### src/rtl/cpu_pkg.sv
// Shared CPU definitions: next-PC select encodings, the halt opcode and the
// fetch-unit FSM state type.
package cpu_pkg;

  typedef enum logic [1:0] {
    PcSrcInc    = 2'b00,
    PcSrcBranch = 2'b01,
    PcSrcReg    = 2'b10,
    PcSrcJump   = 2'b11
  } pc_src_e;

  localparam logic [5:0] OpHalt = 6'b111111;

  typedef enum logic [1:0] {
    StIdle   = 2'b00,
    StFetch  = 2'b01,
    StValid  = 2'b10,
    StHalted = 2'b11
  } ifu_state_e;

  function automatic logic is_halt(input logic [31:0] instr);
    return instr[31:26] == OpHalt;
  endfunction

endpackage

### src/rtl/pc_next.sv
// Combinational next-PC selection: sequential, branch, register (jr) or jump.
module pc_next
  import cpu_pkg::*;
(
  input  pc_src_e     pc_src_i,
  input  logic [31:0] pc4_i,
  input  logic [31:0] ext_imm_i,
  input  logic [31:0] rs_data_i,
  input  logic [25:0] jump_target_i,
  output logic [31:0] next_pc_o
);

  // Select the next PC; all additions wrap modulo 2^32.
  always_comb begin
    next_pc_o = pc4_i;
    unique case (pc_src_i)
      PcSrcInc:    next_pc_o = pc4_i;
      PcSrcBranch: next_pc_o = pc4_i + {ext_imm_i[29:0], 2'b00};
      PcSrcReg:    next_pc_o = rs_data_i;
      PcSrcJump:   next_pc_o = {pc4_i[31:28], jump_target_i, 2'b00};
      default:     next_pc_o = pc4_i;
    endcase
  end

endmodule

### src/rtl/instr_fetch.sv
// Instruction fetch unit: PC register, instruction register and a four-state
// request/fetch/present/halt FSM. Next-PC selection lives in pc_next.
// Optional: define IFU_MISALIGN_TRAP_EN to halt on a fetch from a misaligned PC
// and expose the sticky misalign flag.
module instr_fetch
  import cpu_pkg::*;
#(
  parameter logic [31:0] RESET_PC = 32'h0000_0000
) (
  input  logic        CLK,
  input  logic        Reset,
  input  logic        fetch_req,
  input  logic        instr_ack,
  input  logic        PCWre,
  input  logic [1:0]  PCSrc,
  input  logic [31:0] ExtImm,
  input  logic [31:0] RsData,
  input  logic [31:0] IMData,
  output logic [31:0] IAddr,
  output logic        InsMemRW,
  output logic [31:0] PC,
  output logic [31:0] PC4,
  output logic [31:0] Instr,
  output logic        instr_valid,
`ifdef IFU_MISALIGN_TRAP_EN
  output logic        misalign,
`endif
  output logic        halted
);

  ifu_state_e  state_q, state_d;
  logic [31:0] pc_q, pc_d;
  logic [31:0] instr_q, instr_d;
  logic [31:0] pc4;
  logic [31:0] next_pc;
  logic        pc_wr_allowed;
  logic        fetch_trap;

  assign pc4 = pc_q + 32'd4;

`ifdef IFU_MISALIGN_TRAP_EN
  logic misalign_q, misalign_d;
  assign fetch_trap = (pc_q[1:0] != 2'b00);
`else
  assign fetch_trap = 1'b0;
`endif

  pc_next u_pc_next (
    .pc_src_i      (pc_src_e'(PCSrc)),
    .pc4_i         (pc4),
    .ext_imm_i     (ExtImm),
    .rs_data_i     (RsData),
    .jump_target_i (instr_q[25:0]),
    .next_pc_o     (next_pc)
  );

  // State, PC and IR registers with synchronous reset.
  always_ff @(posedge CLK) begin
    if (Reset) begin
      state_q    <= StIdle;
      pc_q       <= RESET_PC;
      instr_q    <= 32'h0;
`ifdef IFU_MISALIGN_TRAP_EN
      misalign_q <= 1'b0;
`endif
    end else begin
      state_q    <= state_d;
      pc_q       <= pc_d;
      instr_q    <= instr_d;
`ifdef IFU_MISALIGN_TRAP_EN
      misalign_q <= misalign_d;
`endif
    end
  end

  // FSM next-state logic.
  always_comb begin
    state_d = state_q;
    unique case (state_q)
      StIdle:   if (fetch_req) state_d = fetch_trap ? StHalted : StFetch;
      StFetch:  state_d = StValid;
      StValid:  if (instr_ack) state_d = is_halt(instr_q) ? StHalted : StIdle;
      StHalted: state_d = StHalted;
      default:  state_d = StIdle;
    endcase
  end

  // PC/IR update: PC writable only between fetches, IR captured at end of FETCH.
  always_comb begin
    pc_wr_allowed = (state_q == StIdle) || (state_q == StValid);
    pc_d          = (PCWre && pc_wr_allowed) ? next_pc : pc_q;
    instr_d       = (state_q == StFetch) ? IMData : instr_q;
`ifdef IFU_MISALIGN_TRAP_EN
    misalign_d    = misalign_q | ((state_q == StIdle) && fetch_req && fetch_trap);
`endif
  end

  // Moore outputs decoded from the registered state.
  always_comb begin
    IAddr       = pc_q;
    PC          = pc_q;
    PC4         = pc4;
    Instr       = instr_q;
    InsMemRW    = (state_q != StFetch);
    instr_valid = (state_q == StValid);
    halted      = (state_q == StHalted);
`ifdef IFU_MISALIGN_TRAP_EN
    misalign    = misalign_q;
`endif
  end

endmodule

### config.mk
export PLATFORM = sky130hd
export DESIGN_NAME = instr_fetch
export DESIGN_NICKNAME = d
export VERILOG_FILES = /design/src/rtl/cpu_pkg.sv /design/src/rtl/pc_next.sv /design/src/rtl/instr_fetch.sv
export SDC_FILE = /design/constraint.sdc
export NUM_CORES = 1
export LEC_CHECK = 0
export ABC_AREA = 1
export BUFFER_PORTS_ARGS = -buffer_cell sky130_fd_sc_hd__buf_4
export CAP_MARGIN = 10
export CORE_MARGIN = 2
export CORE_UTILIZATION = 35
export CTS_BUF_LIST = sky130_fd_sc_hd__clkbuf_16
export DETAILED_ROUTE_END_ITERATION = 16
export PLACE_DENSITY_LB_ADDON = 0.12
export SETUP_SLACK_MARGIN = 0.3
export SYNTH_ARGS = -nofsm -noshare
export SYNTH_HDL_FRONTEND = slang
export SYNTH_HIERARCHICAL = 1
export SYNTH_SLANG_ARGS = --single-unit
### constraint.sdc
create_clock -name CLK -period 6.9 [get_ports CLK]
set_input_delay 0.345 -clock CLK [delete_from_list [all_inputs] [get_ports CLK]]
set_output_delay 0.345 -clock CLK [all_outputs]
set_load 0.005 [all_outputs]
==> run_results.csv <==
group,metric,value,unit
outcome,outcome,"complete, no violations",
synthesis,seq_area_frac_synth,20.6,%
synthesis,ys_ff_latch,66,
power_and_ir_drop,vdd_drop_max,124,µV
timing,max_freq,272,MHz
cts,cts_tree,"built",
synthesis,synth_edf_count,0,
power_and_ir_drop,power_density,175,nW/µm²
power_and_ir_drop,power_leakage,0.00420,µW
placed_design,numPlacedInstances,1516,
synthesis,synth.net_count,1253,
floorplan,rows,49,
placed_design,dp_hpwl,20000,µm
timing,hold_viol,0,
cts,clockRootBuffer,"clkbuf_16",
cts,cts_resized,0,
timing,slew_headroom,34.9,%
cts,cts_buffer_depth,2,
cts,cts.clk_slew.worst_paths,0.06,ns
detailed_routing,vias,7577,
timing,tightest_slew,0.976,ns
critical_path,crit_path_end_kind,"flop",
timing,period_needed,3.68,ns
grt,grt_max_degree,67,
detailed_routing,wl_per_cell,16.1,µm
detailed_routing,drt_first_pass_iters,5,
cts,clock_latency,0.34,ns
layout,syn_to_final_growth,29.7,%
floorplan,die_area,19500,µm²
timing,finClkSkew,0.00417,ns
detailed_routing,wirelength,24700,µm
timing,tns,0,ns
critical_path,reg2reg_slack,3.22,ns
synthesis,synth_common_cells,"nand2_1 (443), inv_1 (125), nor2_1 (90)",
floorplan,io_pins,234,
layout,fin_nets,1432,
synthesis,syn-instance-count,1119,
floorplan,die_x,139,µm
grt,antenna_found_initial,0,
timing,fin_crit_sh,53.3,%
cts,cts-htree-levels,3,
cts,numCtsBuffers,9,
synthesis,synth.area.top_cells,"nand2_1 (26%), dfxtp_1 (21%), inv_1 (7.3%), ha_1 (5.8%), nand3_1 (5.8%)",
floorplan,core-area,18000,µm²
synthesis,ys.flop_type,"dfxtp_1",
critical_path,critPathKind,"flop to flop",
synthesis,synth_top_area_share,25.9,%
critical_path,cp.arrival,3.86,ns
detailed_routing,viasPerCell,4.95,
layout,layout.cells.non_filler,1532,
timing,rsz0062_at_grt,"false",
critical_path,start_kind,"flop",
layout,n_antenna_cell,0,
grt,track_usage,24.5,%
grt,grt_pass1_wl,37600,µm
timing,setup_viol,0,
cts,hold_buffers,0,
cts,cts.sinks,66,
floorplan,die_h,139,µm
layout,ff_latch_area,1320,µm²
grt,overflow,0,
critical_path,cp.required,7.08,ns
placed_design,port_buffers,231,
synthesis,synth.most_common_cell,"nand2_1",
synthesis,syn-cell-area,6420,µm²
detailed_routing,ant_nets,0,
floorplan,start_util,35.8,%
synthesis,synth_cell_types,39,
layout,fillers,2005,
synthesis,syn_avg_cell_area,5.74,µm²
synthesis,synth-warning-count,6,
layout,layout-drive-gt1-share,23.3,%
detailed_routing,first_iter_violations,520,
grt,grt_pass1_vias,7007,
cts,cts_setup_buffers,0,
placed_design,gp_congestion,0.941,
detailed_routing,drc_errors,0,
critical_path,cp_max_fo,6,
layout,multi_input_area,4200,µm²
synthesis,yosysTopAreaCell,"nand2_1",
synthesis,synthArstFlopShare,0,%
timing,slew_viol_final,0,
worst_hold_path,hp-class,"input pin to flop",
flow_run,drv_cap,0,
[layout by cell type (no fill, tap or decap), types with 17 or more instances in the layout]
cell	count
a22o_1	17
nor2_1	87
nor2_2	18
inv_1	125
dfxtp_1	66
nand2_1	443
nand3_1	74
nand4_1	22
ha_1	30
buf_4	234
a21oi_1	69
[worst paths after layout]
path	from	endpoint	cells past startpoint
setup reg to reg	IAddr[3]	IAddr[22]	17
hold reg to reg	Instr[10]	Instr[10]	2
hold / removal	IMData[10]	Instr[10]	3
setup / recovery	IAddr[3]	IAddr[22]	17
[registers in the layout, summed over array words and instances, names as in the netlist]
| signal | cells |
|---|---|
| state_q | 2 |
| IAddr | 32 |
| Instr | 32 |
[through the flow]
stage | area [µm²] | total power, µW | util, % | worst slack (ns) | hold slack, ns
2_1_floorplan | 6420 | 798 | - | 4.17 | 0.468
3_3_place_gp | 8050 | 1020 | 44.8 | 3.27 | 0.467
3_5_place_dp | 8050 | 1020 | 44.8 | 3.25 | 0.473
4_1_cts | 8330 | 1460 | 46.4 | 3.23 | 0.255
5_1_grt | 8330 | 1550 | 46.4 | 2.87 | 0.258
6_report | 8330 | 1460 | 46.4 | 3.22 | 0.264
[where the power goes]
group	total, µW	switching [µW]	internal, µW
logic	552	313	239
clock network	439	193	246
registers	467	49.9	417
[cells by family (layout without fill, tap and decap cells)]
logic type / count (synthesis) / count (layout) / share of synthesized area (%)
AND/OR/NAND/NOR: 692 / 692 / 45.6
buffers and inverters: 196 / 380 / 14.2
AO/OA/AOI/OAI: 118 / 118 / 11.3
flip-flops: 66 / 66 / 20.6
adder cells (fa/ha/maj): 31 / 31 / 6.15
XOR/XNOR: 16 / 16 / 2.18
[metal layers]
layer	track usage, %	vias to the layer above	part of all wire (%)
met5	0	-	0
met4	7.23	0	1.9
met3	4.23	27	7.6
li1	-	3885	-
met1	32.7	3388	44
met2	40.4	277	46
[area by class of cell]
| type | count | share of cell area [%] |
|---|---|---|
| Multi-Input combinational cell | 857 | 50.4 |
| Tap cell | 229 | 3.44 |
| Clock buffer | 9 | 2.70 |
| Sequential cell | 66 | 15.9 |
| Timing Repair Buffer | 234 | 21.1 |
| Inverter | 130 | 5.86 |
| Clock inverter | 7 | 0.616 |
[worst max-delay path: stages (launching register included)]
cell and delay (ns):
dfxtp_1 0.47, ha_1 0.35, nand3_1 0.22, nor2_2 0.27, nand3_1 0.13, xnor2_1 0.45
ha_1 0.32, nand2_1 0.09, inv_1 0.07, nand2_1 0.08, nor2_1 0.27, nand4_1 0.23
nand3_1 0.14, nand2_1 0.06, nand3_1 0.10, nand3b_1 0.08, nor2_1 0.10, a211oi_1 0.06
No activity file was read; power rests on OpenSTA's default activity.
